## src/rtl/throw_ypos_gen.sv

```systemverilog
// throw_ypos_gen: vertical position generator for a thrown projectile (rise, apex, fall, land)
// Ports:
//   clk60MHz  in            clock, rising edge
//   rst       in            synchronous active-high reset
//   start     in            launch request, accepted only in IDLE for PLAYER_1/PLAYER_2
//   player    in  [1:0]     current player
//   v0        in  [SW-1:0]  initial upward speed, sampled on launch (0 treated as 1)
//   abort     in            cancel a throw in progress
//   ypos      out [YW-1:0]  registered vertical position
//   busy      out           high whenever not IDLE
//   apex      out           one-cycle pulse at the top of the arc
//   landed    out           one-cycle pulse on final ground contact
// Optional macro THROW_BOUNCE_EN: one bounce at half speed on a hard first landing.
package variable_pkg;
    localparam logic [1:0] PLAYER_1 = 2'b01;
    localparam logic [1:0] PLAYER_2 = 2'b10;
endpackage

module throw_ypos_gen #(
    parameter int YW = 12,
    parameter int SW = 6,
    parameter int UP_TICK = 250000,
    parameter int DOWN_TICK = 100000,
    parameter int Y_REST = 768,
    parameter int Y_START = 454,
    parameter int Y_GROUND = 768
) (
    input  logic          clk60MHz,
    input  logic          rst,
    input  logic          start,
    input  logic [1:0]    player,
    input  logic [SW-1:0] v0,
    input  logic          abort,
    output logic [YW-1:0] ypos,
    output logic          busy,
    output logic          apex,
    output logic          landed
);
    import variable_pkg::*;
    localparam int TMAX = UP_TICK > DOWN_TICK ? UP_TICK : DOWN_TICK;
    localparam int CW = TMAX > 1 ? $clog2(TMAX) : 1;
    localparam int YW1 = YW + 1;
    localparam logic [CW-1:0] UP_LAST = CW'(UP_TICK - 1);
    localparam logic [CW-1:0] DOWN_LAST = CW'(DOWN_TICK - 1);
`ifdef THROW_BOUNCE_EN
    typedef enum logic [1:0] {IDLE, RISE, FALL, BOUNCE_RISE} state_t;
    logic bounced, bounced_n;
`else
    typedef enum logic [1:0] {IDLE, RISE, FALL} state_t;
`endif
    state_t state, state_n;
    logic [YW-1:0] ypos_n;
    logic [SW-1:0] speed, speed_n, speed_dec, speed_inc;
    logic [CW-1:0] cnt, cnt_n;
    logic [YW:0] sum;
    logic apex_n, landed_n, last, clamp, ground;

    assign busy = state != IDLE;

    always_ff @(posedge clk60MHz) begin
        if (rst) begin
            state <= IDLE;
            ypos <= YW'(Y_REST);
            speed <= '0;
            cnt <= '0;
            apex <= 1'b0;
            landed <= 1'b0;
`ifdef THROW_BOUNCE_EN
            bounced <= 1'b0;
`endif
        end else begin
            state <= state_n;
            ypos <= ypos_n;
            speed <= speed_n;
            cnt <= cnt_n;
            apex <= apex_n;
            landed <= landed_n;
`ifdef THROW_BOUNCE_EN
            bounced <= bounced_n;
`endif
        end
    end

    always_comb begin
        state_n = state;
        ypos_n = ypos;
        speed_n = speed;
        cnt_n = cnt;
        apex_n = 1'b0;
        landed_n = 1'b0;
`ifdef THROW_BOUNCE_EN
        bounced_n = bounced;
`endif
        last = (state == FALL) ? (cnt == DOWN_LAST) : (cnt == UP_LAST);
        clamp = ypos < YW'(speed);
        // one extra bit so the landing test cannot wrap near the top of the range
        sum = {1'b0, ypos} + YW1'(speed);
        ground = sum >= YW1'(Y_GROUND);
        speed_dec = speed - 1'b1;
        speed_inc = &speed ? speed : speed + 1'b1;
        if (state == IDLE) begin
            ypos_n = YW'(Y_REST);
            speed_n = v0;
            cnt_n = '0;
`ifdef THROW_BOUNCE_EN
            bounced_n = 1'b0;
`endif
            if (start && !abort && (player == PLAYER_1 || player == PLAYER_2)) begin
                state_n = RISE;
                ypos_n = YW'(Y_START);
                speed_n = (v0 == '0) ? SW'(1) : v0;
            end
        end else if (abort) begin
            state_n = IDLE;
            ypos_n = YW'(Y_REST);
            cnt_n = '0;
        end else if (!last) begin
            cnt_n = cnt + 1'b1;
        end else begin
            cnt_n = '0;
            if (state == FALL) begin
                ypos_n = ground ? YW'(Y_GROUND) : sum[YW-1:0];
                speed_n = speed_inc;
                if (ground) begin
`ifdef THROW_BOUNCE_EN
                    if (!bounced && speed >= SW'(4)) begin
                        state_n = BOUNCE_RISE;
                        speed_n = speed >> 1;
                        bounced_n = 1'b1;
                    end else
`endif
                    begin
                        state_n = IDLE;
                        landed_n = 1'b1;
                    end
                end
            end else begin
                ypos_n = clamp ? '0 : ypos - YW'(speed);
                speed_n = speed_dec;
                if (clamp || speed_dec <= SW'(1)) begin
                    state_n = FALL;
                    apex_n = state == RISE;
                end
            end
        end
    end
endmodule

```

## config.mk

```make
export PLATFORM = sky130hd
export DESIGN_NAME = throw_ypos_gen
export DESIGN_NICKNAME = d
export VERILOG_FILES = /design/src/rtl/throw_ypos_gen.sv
export SDC_FILE = /design/constraint.sdc
export NUM_CORES = 1
export LEC_CHECK = 0
export BUFFER_PORTS_ARGS = -buffer_cell sky130_fd_sc_hd__buf_4
export CELL_PAD_IN_SITES_DETAIL_PLACEMENT = 1
export CELL_PAD_IN_SITES_GLOBAL_PLACEMENT = 1
export CORE_ASPECT_RATIO = 1.1
export CORE_UTILIZATION = 40
export CTS_BUF_LIST = sky130_fd_sc_hd__clkbuf_16
export DETAILED_ROUTE_END_ITERATION = 16
export HOLD_SLACK_MARGIN = 0.03
export PLACE_DENSITY_LB_ADDON = 0.1
export SETUP_SLACK_MARGIN = 0.3
export SYNTH_ARGS = -nofsm -noshare
export SYNTH_HDL_FRONTEND = slang
export SYNTH_SLANG_ARGS = --single-unit
```

## constraint.sdc

```tcl
create_clock -name clk60MHz -period 2.45 [get_ports clk60MHz]
set_input_delay 0.245 -clock clk60MHz [delete_from_list [all_inputs] [get_ports clk60MHz]]
set_output_delay 0.245 -clock clk60MHz [all_outputs]
set_load 0.02 [all_outputs]
```

==> results of run 1 <==
==> metrics by stage <==
step | utilization [%] | hold WS [ns] | setup TNS, ns
after global routing | 57.8 | 0.255 | -0.974
after global placement | 51.2 | 0.433 | 0
after detailed placement | 51.2 | 0.475 | -0.186
after floorplan | - | 0.350 | 0
after CTS | 54.9 | 0.246 | -0.232
final | 57.8 | 0.251 | -0.303
==> power by group <==
| group | internal, µW | switching (µW) | leakage, µW | total [µW] |
|---|---|---|---|---|
| Combinational | 179 | 215 | 0.00121 | 394 |
| Clock | 376 | 291 | 0.0000736 | 667 |
| Sequential | 664 | 17.5 | 0.000330 | 681 |
| Total | 1220 | 524 | 0.00161 | 1740 |
==> state kept, by name (all words and copies together), names as in the netlist <==
name	flops
landed	1
state	2
cnt	18
speed	6
ypos	12
apex	1
==> final cells by class <==
class	instances	area, µm²	share of cell area (%)
Multi-Input combinational cell	305	2300	56.5
Sequential cell	40	821	20.1
Timing Repair Buffer	84	642	15.8
Clock buffer	5	125	3.07
Tap cell	85	106	2.61
Inverter	16	60.1	1.47
Clock inverter	3	18.8	0.461
==> critical path, stage by stage, from the launching register on <==
cell	delay, ns
dfxtp_2	0.35
inv_1	0.07
ha_1	0.31
nor2b_1	0.21
o311a_4	0.21
o31ai_4	0.07
buf_4	0.15
nor3b_1	0.35
xnor2_1	0.17
a311oi_1	0.09
or4_1	0.40
==> what timing repair did <==
| action | CTS | global route |
|---|---|---|
| endpoints found under the setup margin | 16 | 39 |
| cloned | 0 | 0 |
| pin swaps | 11 | 10 |
| buffers inserted | 2 | 6 |
| gates resized for setup | 22 | 27 |
==> cell usage after synthesis, types with 3 or more instances <==
library cell  count
nand2_1          34
inv_1            16
a31oi_1           4
nor3_1           11
a221oi_1          3
nor4b_1           3
and3_1            7
nand3_1          23
o22ai_1           5
nor4_1            4
and2_1            3
nor2_1           45
nand2b_1          6
dfxtp_1          40
xor2_1           16
o31ai_1           5
a211oi_1          5
nand4_1           7
clkbuf_1         12
xnor2_1          16
a21o_1            5
o21ai_0          19
buf_2             5
ha_1             17
a21oi_1          22
nor3b_1           4
nor2b_1           5
==> worst min-delay path by stage <==
stage,slack [ns],to
2_1_floorplan,0.35,ypos[9]
3_3_place_gp,0.43,cnt[0]
3_5_place_dp,0.48,cnt[0]
4_1_cts,0.25,speed[3]
5_1_grt,0.25,ypos[1]
6_report,0.25,ypos[1]
==> cells in the final DEF (no fill, tap or decap), drive strengths merged, types with 4 or more instances in the layout <==
cell type   n
nand3      23
o21ai      19
a21oi      22
clkbuf      5
and3        7
nor2       46
a211oi      7
buf        84
nor3b       4
inv        16
a31oi       4
nand4       7
o31ai       7
nand2      35
a21o        5
xnor2      16
o22ai       5
nor4        5
dfxtp      40
nand2b      6
nor2b       6
xor2       16
ha         17
nor3       11
==> cells by family (layout without fill, tap and decap cells) <==
| family | count (synthesis) | in the layout | synth area share [%] |
|---|---|---|---|
| compound gates | 88 | 88 | 21.2 |
| xor+xnor | 32 | 32 | 9.54 |
| fa+ha+maj | 19 | 19 | 8.61 |
| buf+inv | 34 | 108 | 4.56 |
| flops | 40 | 40 | 27.3 |
| mux | 1 | 1 | 0.341 |
| simple gates | 165 | 165 | 28.5 |
==> per-layer routing <==
layer,GRT usage (%),up-vias,share of wire [%]
met4,10.0,0,2.7
li1,-,1499,-
met2,47.0,83,51
met5,0,-,0
met1,33.5,1531,42
met3,3.69,25,4.2
==> metrics.md, run 1 <==
| Metric | Value |
|---|---|
| Violated checks | negative setup slack |
| Cell variety after synth | 55 |
| Fin. Hold Viols | 0 |
| DP Cell Count | between 500 and 600 |
| Total gr overflow | 0 |
| Number of global-route vias before repair | 3182 |
| Dpl cell area | 0.00361 mm² |
| Layout area overhead | 38.8% |
| Net count after synthesis | 410 |
| First-pass GRT wire length | ~16 mm |
| NumNets Final | 483 |
| R2R cell count | 10 |
| Syn avg cell area | between 7 and 8 µm² |
| Ys async rst share | 0% |
| Measured slew at the worst slew-check pin | ~0.63 ns |
| Fin crit share | 103% |
| Layout cells sized above 1 | 34.4% |
| R2R Path Start | speed[1] |
| R2R setup slack | -0.07 ns |
| Fmax | about 400 MHz |
| DP HPWL | approximately 7.5 mm |
| Worst setup EP type | flop |
| Number of synthesized flops with an enable pin | 0 |
| Number of diodes | 0 |
| Vias | 3138 |
| Reg-to-reg endpoint | ypos[9] |
| Cell area after layout | between 0.004 and 0.005 mm² |
| DIE AREA | between 0.007 and 0.008 mm² |
| Setup crit start kind | flop |
| Post-Syn Area | around 0.0029 mm² |
| Initial Utilization | a little over two fifths |
| Max Cap Violations | 0 |
| Cell count after synthesis | 379 |
| Worst slew margin | between 50% and 60% |
| Site Rows | 32 |
| Via/cell ratio | a little under 6 |
| Gpl congestion | about 0.87 |
| LEAKAGE | 0.00161 µW |
| Largest net degree at the start of global routing | 19 |
| Pwr Density | between 400 and 500 mW/mm² |
| Min-delay src | rst |
| Post-DRT Antenna Nets | 0 |
| Clk sinks | 40 |
| RSZ-0062 raised after global routing | true |
| Later-pin clock latency in the skew report | 0.28 ns |
| Critical path capture point | ypos[9] |
| Min Tclk post-route | ~2.5 ns |
| Yosys reg bits | 40 |
| Core Footprint | 0.00705 mm² |
| IO Port Bufs | 26 |
| Max-slew violations | 0 |
| Main area contributors after synthesis | dfxtp_1 (27%), ha_1 (7.2%), nor2_1 (5.8%) |
| Hold depth | 2 |
| Critical path data arrival time | between 2 and 3 ns |
| Residual DRC count | 0 |
| Final setup vio count | 9 |
| Outcome | finished with violations |
| Clk buf depth | 2 |
| Worst Path Required | 2.61 ns |
| First-pass DRT Iterations | 4 |
| Die width | between 80 and 90 µm |
| Die H | between 90 and 100 µm |
| Num CTS Buffers | 5 |
| Overall power | about 1700 µW |
| Place WS | -0.0611 ns |
| Post-cts hold buffer count | 0 |
| Final setup margin | -0.0694 ns |
| Clock transition at path regs | ~0.07 ns |
| Critical path startpoint | speed[1] |
| Max FO, Critical Path | 3 |
| Root buffer cell | clkbuf_16 |
| Synth top area share | 27.3% |
| CTS tree | built |
| CTS H-tree lvls | 2 |
| Fillers | around 850 |
| Total routed wirelength | approximately 10 mm |
| Warnings, synthesis | 0 |
| Initial antenna violation count | 0 |
| Post-synth top area cell | dfxtp_1 |
| Clk_skew | approximately 0.0050 ns |
| Post-synthesis sequential area ratio | about 27% |
| DRT iter0 DRCs | between 100 and 150 |
| Top Ports | 27 |
| VDD IR-drop max | 0.000277 V |
| Total GRT Usage | roughly 27% |
| Final Non-Filler Cells | 538 |
| CP Class | flop to flop |
| Ys flop type | dfxtp_1 |
| Wirelength per Cell | just under 20 µm |
| Worst min path class | input port to flop |
No activity file was read; power rests on OpenSTA's default activity.
==> run 2, diff against run 1 <==
CORE_ASPECT_RATIO = unset   (was 1.1)
==> run 2 against run 1 <==
  * The run still ends with negative setup slack left
  * Critical path depth increased by 2
  * Clock power decreased by 3%
  * Highest routed layer unchanged
  * Sequential share of layout area about the same
  * Combinational power about the same
  * Critical endpoint is now state[1]
  * Via count decreased by 1.9%
  * Power decreased by 0.91%
  * Sequential power about the same
  * Setup slack got worse by 0.0014 ns
  * Design area decreased by 0.64%
  * First-iteration DRC count increased by 30%
  * Sequential cell count unchanged
==> metrics.md, run 2 (same netlist as run 1, synthesis figures left out) <==
| Metric | Value |
|---|---|
| Delay-heaviest family, CP | adder cells |
| RSZ-0062 raised after global routing | true |
| Die width | 87.7 µm (+4.8%) |
| Metal2 WL | 5.15 mm (-2.5%) |
| Root buffer cell | clkbuf_16 |
| Residual DRC count | 0 (unchanged) |
| Fin. Hold Viols | 0 (unchanged) |
| Met3 wire len | 348 µm (-21%) |
| Worst min path class | input port to flop |
| Fillers | 835 (-1.4%) |
| CTS tree | built |
| Number of diodes | 0 (unchanged) |
| Post-cts hold buffer count | 0 (unchanged) |
| Worst Path Required | 2.63 ns (+0.02 ns) |
| Layout cells sized above 1 | 33.3% (-1.1 points) |
| Max-slew violations | 0 (unchanged) |
| Worst slew margin | 69.0% (+11 points) |
| Final setup vio count | 9 (unchanged) |
| Regs by FF count | cnt (18), ypos (12), speed (6) |
| CTS H-tree lvls | 2 (unchanged) |
| Clk buf depth | 2 (unchanged) |
| Total routed wirelength | 10.1 mm (-3.3%) |
| Crit-path cells | ha_4 -> fa_2 -> nor2b_4 -> o211ai_1 -> buf_4 -> nand4_1 -> mux2i_2 -> nor4_4 -> buf_6 -> buf_6 -> nand3_2 -> o21ai_1 |
| IO Port Bufs | 26 (unchanged) |
| Fmax | 397 MHz (about the same) |
| Clk sinks | 40 (unchanged) |
| Vias | 3079 (-1.9%) |
| Later-pin clock latency in the skew report | 0.29 ns (about the same) |
| Wirelength per Cell | 18.4 µm (-4.7%) |
| Outcome | finished with violations |
| DP Cell Count | 528 (+1.1%) |
| Met1 wire length | 4.43 mm (+1.0%) |
| Commonest non-fill, non-tap cells in the layout | buf_4 (77), nor2_1 (44), nand2_1 (31) |
| Top Ports | 27 (unchanged) |
| Measured slew at the worst slew-check pin | 0.463 ns (-0.164 ns) |
| Max Cap Violations | 0 (unchanged) |
| WP buf/inv | 3 (+1) |
| Total GRT Usage | 26.7% (-0.19 points) |
| First-pass GRT wire length | 15.7 mm (-3.6%) |
| Initial Utilization | 42.3% (+0.62 points) |
| Post-DRT Antenna Nets | 0 (unchanged) |
| Via/cell ratio | 5.64 (-3.3%) |
| Die H | 87.7 µm (-4.6%) |
| Violated checks | negative setup slack |
| Final Non-Filler Cells | 546 (+1.5%) |
| Switching Share | 29.3% (-0.79 points) |
| Initial antenna violation count | 0 (unchanged) |
| Top routing layer in use | met4 |
| Num CTS Buffers | 5 (unchanged) |
| Worst setup EP type | flop |
| DP HPWL | 7.31 mm (-3.0%) |
| Min Tclk post-route | 2.52 ns (+0.00144 ns) |
| First-pass DRT Iterations | 4 (unchanged) |
| Slowest stage cell, crit path | dfxtp_4 |
| P_int | 1220 µW (+0.21%) |
| NumNets Final | 481 (-0.41%) |
| Clock share of power | 37.6% (-0.7 points) |
| Largest net degree at the start of global routing | 19 (unchanged) |
| Layout area overhead | 37.9% |
| Max FO, Critical Path | 8 (+5) |
| Delay of the slowest critical-path stage | 0.36 ns (-0.04 ns) |
| Most flops, register | cnt |
| Largest register FFs | 18 (unchanged) |
| LEAKAGE | 0.00163 µW (+1.0%) |
| DIE AREA | 0.00769 mm² (about the same) |
| Core Footprint | 0.00694 mm² (-1.5%) |
| Gpl congestion | 0.880 (+1.5%) |
| Site Rows | 30 (-6.3%) |
| Final setup margin | -0.0708 ns (-0.00144 ns) |
| Most common cell after layout, fill and taps aside | buf_4 |
| VDD IR-drop max | 0.000251 V (-9.2%) |
| Clock transition at path regs | 0.06 ns (about the same) |
| CP most frequent cell | buf_6 |
| Setup crit start kind | flop |
| Sequential Power Share | 39.4% (+0.3 points) |
| Comb pwr share | 22.9% (+0.3 points) |
| Fin crit share | 103% (about the same) |
| Total gr overflow | 0 (unchanged) |
| DRT iter0 DRCs | 161 (+30%) |
| Pwr Density | 426 mW/mm² (-0.27%) |
| Core Util, Final | 58.3% (+0.48 points) |
| Place WS | -0.0869 ns (-0.0258 ns) |
| Number of global-route vias before repair | 3182 (unchanged) |
| Switch Pwr | 505 µW (-3.5%) |
| CP Class | flop to flop |
| Clk_skew | 0.00436 ns (-0.000646 ns) |
| Critical path data arrival time | 2.70 ns (+0.02 ns) |
-- run 2: path summary, 6_finish.rpt --
check | cells after the start | end | startpoint | slack, ns
min reg2reg | 1 | cnt[0] | cnt[0] | 0.45
min | 2 | ypos[1] | rst | 0.26
max | 12 | state[1] | ypos[0] | -0.07
max reg2reg | 12 | state[1] | ypos[0] | -0.07
-- run 2: power by group through the flow --
stage / Clock, µW / Combinational [µW] / Sequential (µW)
final: 650 / 396 / 681
after global routing: 686 / 428 / 683
after CTS: 663 / 376 / 680
after detailed placement: 0 / 344 / 695
after global placement: 0 / 340 / 694
after floorplan: 0 / 197 / 700
-- run 2: final cells by class --
cell class	instances	area, µm²	share of cell area (%)
Inverter	16	60.1	1.48
Timing Repair Buffer	82	643	15.9
Multi-Input combinational cell	305	2270	56.1
Tap cell	96	120	2.97
Clock buffer	5	125	3.09
Clock inverter	2	12.5	0.309
Sequential cell	40	817	20.2
-- run 2: per-layer routing --
metal | global-route usage [%] | vias to the layer above
met5 | 0 | -
li1 | - | 1487
met4 | 5.51 | 0
met1 | 32.6 | 1513
met2 | 49.1 | 63
met3 | 4.43 | 16
-- run 2: metrics by stage --
stage                     setup TNS (ns)  cell area (µm²)  hold slack [ns]  total power (µW)
after floorplan                        0             3020            0.350               897
after global routing               -1.54             4050            0.263              1800
after CTS                        -0.0178             3930            0.230              1720
final                             -0.236             4050            0.258              1730
after detailed placement          -0.324             3600            0.442              1040
after global placement                 0             3600            0.434              1030
-- run 2: what timing repair did --
| action | 4_1_cts | 5_1_grt |
|---|---|---|
| endpoints found under the setup margin | 18 | 21 |
| resized for setup | 29 | 15 |
| buffers inserted | 6 | 5 |
| pin swaps | 18 | 3 |
==> run 3, diff against run 2 <==
PLACE_DENSITY_LB_ADDON = 0.08   (was 0.1)
==> run 3 against run 2 <==
  * The run still ends with negative setup slack left
  * Die area did not move
  * Utilization fell by 0.40 points
  * Combinational power rose by 1%
  * Routed wire length rose by 2.2%
  * Sequential cell count did not move
  * Setup slack improved by 0.018 ns
  * Cell count fell by 0.73%
  * Count of clock-buffer cells in the layout did not move
  * Via count rose by 0.39%
  * Power rose by 0.83%
  * Fmax rose by 0.73%
  * Non-clock buffer count fell by 4
==> metrics.md, run 3 (same netlist as run 1, synthesis figures left out) <==
| Metric | Value |
|---|---|
| First-pass DRT Iterations | 4 (unchanged) |
| Initial Utilization | 42.3% (unchanged) |
| Gpl congestion | 0.885 (+0.65%) |
| IO Port Bufs | 26 (unchanged) |
| Violated checks | negative setup slack |
| Switch Pwr | 517 µW (+2.2%) |
| Fin. Hold Viols | 0 (unchanged) |
| Cell area after layout | 0.00402 mm² (-0.68%) |
| Initial antenna violation count | 0 (unchanged) |
| DIE AREA | 0.00769 mm² (unchanged) |
| Clk sinks | 40 (unchanged) |
| Commonest non-fill, non-tap cells in the layout | buf_4 (72), nor2_1 (44), nand2_1 (31) |
| Final setup vio count | 3 (-6) |
| Via/cell ratio | 5.70 (+1.1%) |
| Sequential Power Share | 39.2% (-0.2 points) |
| First-pass GRT wire length | 15.6 mm (-1.0%) |
| Switching Share | 29.7% (+0.40 points) |
| Clk_skew | 0.00905 ns (+0.00469 ns) |
| CTS H-tree lvls | 2 (unchanged) |
| Total gr overflow | 0 (unchanged) |
| RSZ-0062 raised after global routing | true |
| Overall power | 1740 µW (+0.83%) |
| Worst slew margin | 66.5% (-2.6 points) |
| Largest register FFs | 18 (unchanged) |
| Max-slew violations | 0 (unchanged) |
| Residual DRC count | 0 (unchanged) |
| Pwr Density | 433 mW/mm² (+1.5%) |
| Setup crit start kind | flop |
| Worst setup EP type | flop |
| Measured slew at the worst slew-check pin | 0.502 ns (+0.0382 ns) |
| Die H | 87.7 µm (unchanged) |
| Fillers | 842 (+0.84%) |
| Layout area overhead | 36.9% |
| Site Rows | 30 (unchanged) |
| Fmax | 400 MHz (+0.73%) |
| Layout cells sized above 1 | 33.4% (+0.075 points) |
| Post-DRT Antenna Nets | 0 (unchanged) |
| Num CTS Buffers | 5 (unchanged) |
| Number of global-route vias before repair | 3133 (-1.5%) |
| Wirelength per Cell | 19.0 µm (+2.9%) |
| Worst Path Required | 2.62 ns (about the same) |
| Die width | 87.7 µm (unchanged) |
| CP Class | flop to flop |
| Dpl cell area | 0.00360 mm² (unchanged) |
| Clock share of power | 37.8% (+0.2 points) |
| Min Tclk post-route | 2.50 ns (-0.0183 ns) |
| Max FO, Critical Path | 8 (unchanged) |
| Clk buf depth | 2 (unchanged) |
| VDD IR-drop max | 0.000219 V (-13%) |
| Total routed wirelength | 10.3 mm (+2.2%) |
| Max Cap Violations | 0 (unchanged) |
| Number of diodes | 0 (unchanged) |
| Vias | 3091 (+0.39%) |
| Largest net degree at the start of global routing | 19 (unchanged) |
| Most common cell after layout, fill and taps aside | buf_4 |
| Worst min path class | input port to flop |
| DP HPWL | 7.41 mm (+1.3%) |
| Later-pin clock latency in the skew report | 0.29 ns (about the same) |
| Outcome | finished with violations |
| Top Ports | 27 (unchanged) |
| Total GRT Usage | 26.8% (+0.065 points) |
| Core Footprint | 0.00694 mm² (unchanged) |
| NumNets Final | 477 (-0.83%) |
| Clock transition at path regs | 0.07 ns (about the same) |
| Root buffer cell | clkbuf_16 |
| LEAKAGE | 0.00161 µW (-1.5%) |
| DRT iter0 DRCs | 134 (-17%) |
| Final setup margin | -0.0525 ns (+0.0183 ns) |
| Comb pwr share | 23.0% (about the same) |
| Most flops, register | cnt |
| P_int | 1220 µW (+0.26%) |
| Regs by FF count | cnt (18), ypos (12), speed (6) |
| Critical path data arrival time | 2.68 ns (-0.02 ns) |
| Fin crit share | 102% (-0.75 points) |
| CTS tree | built |
==> run 3: final timing paths <==
kind,from,endpoint,slack [ns],cells past startpoint
max reg2reg,ypos[0],ypos[0],-0.05,11
max,ypos[0],ypos[0],-0.05,11
min reg2reg,cnt[0],cnt[0],0.46,1
min,rst,ypos[1],0.25,2
==> run 3: metal layers <==
| metal | part of all wire (%) | vias to the layer above | track usage (%) |
|---|---|---|---|
| li1 | - | 1478 | - |
| met1 | 43 | 1533 | 33.3 |
| met2 | 52 | 60 | 47.7 |
| met3 | 2.9 | 20 | 2.83 |
| met4 | 2.3 | 0 | 9.69 |
| met5 | 0 | - | 0 |
==> run 3: critical path, cell delays in order, from the launching register on <==
cell      delay (ns)
dfxtp_4         0.37
ha_4            0.17
fa_2            0.34
nor2b_4         0.13
o211ai_1        0.32
buf_4           0.20
nand4_1         0.13
mux2i_2         0.26
nor4_4          0.08
buf_6           0.16
a21oi_2         0.14
o22ai_1         0.08
==> run 3: layout make-up <==
class                           count  area, µm²  share of cell area (%)
Sequential cell                    40        820                    20.4
Clock buffer                        5        125                    3.11
Tap cell                           96        120                    2.99
Multi-Input combinational cell    305       2270                    56.4
Inverter                           16       60.1                    1.49
Clock inverter                      2       11.3                   0.280
Timing Repair Buffer               78        617                    15.3
==> run 3: what timing repair did <==
| action | in CTS | in global routing |
|---|---|---|
| hold buffers | 0 | 0 |
| endpoints found under the hold margin | 0 | 0 |
| setup endpoints to repair | 17 | 39 |
| resized for setup | 23 | 26 |
| setup buffers | 4 | 3 |
| pin swaps | 13 | 11 |
==> run 3: power groups by stage <==
stage | combinational [µW] | sequential, µW | clock (µW)
6_report | 401 | 683 | 657
5_1_grt | 430 | 685 | 683
2_1_floorplan | 197 | 700 | 0
4_1_cts | 374 | 682 | 660
3_5_place_dp | 346 | 695 | 0
3_3_place_gp | 341 | 695 | 0
==> run 3: per-stage QoR <==
| step | setup slack, ns | hold slack [ns] | utilization [%] | std cells | TNS (ns) |
|---|---|---|---|---|---|
| floorplan | 0.00249 | 0.350 | - | 379 | 0 |
| global placement | 0.0336 | 0.435 | 51.8 | 528 | 0 |
| detailed placement | -0.0651 | 0.454 | 51.8 | 528 | -0.208 |
| CTS | 0.0245 | 0.238 | 56.0 | 539 | 0 |
| global route | -0.211 | 0.263 | 57.9 | 542 | -1.56 |
| finish | -0.0525 | 0.248 | 57.9 | 542 | -0.110 |
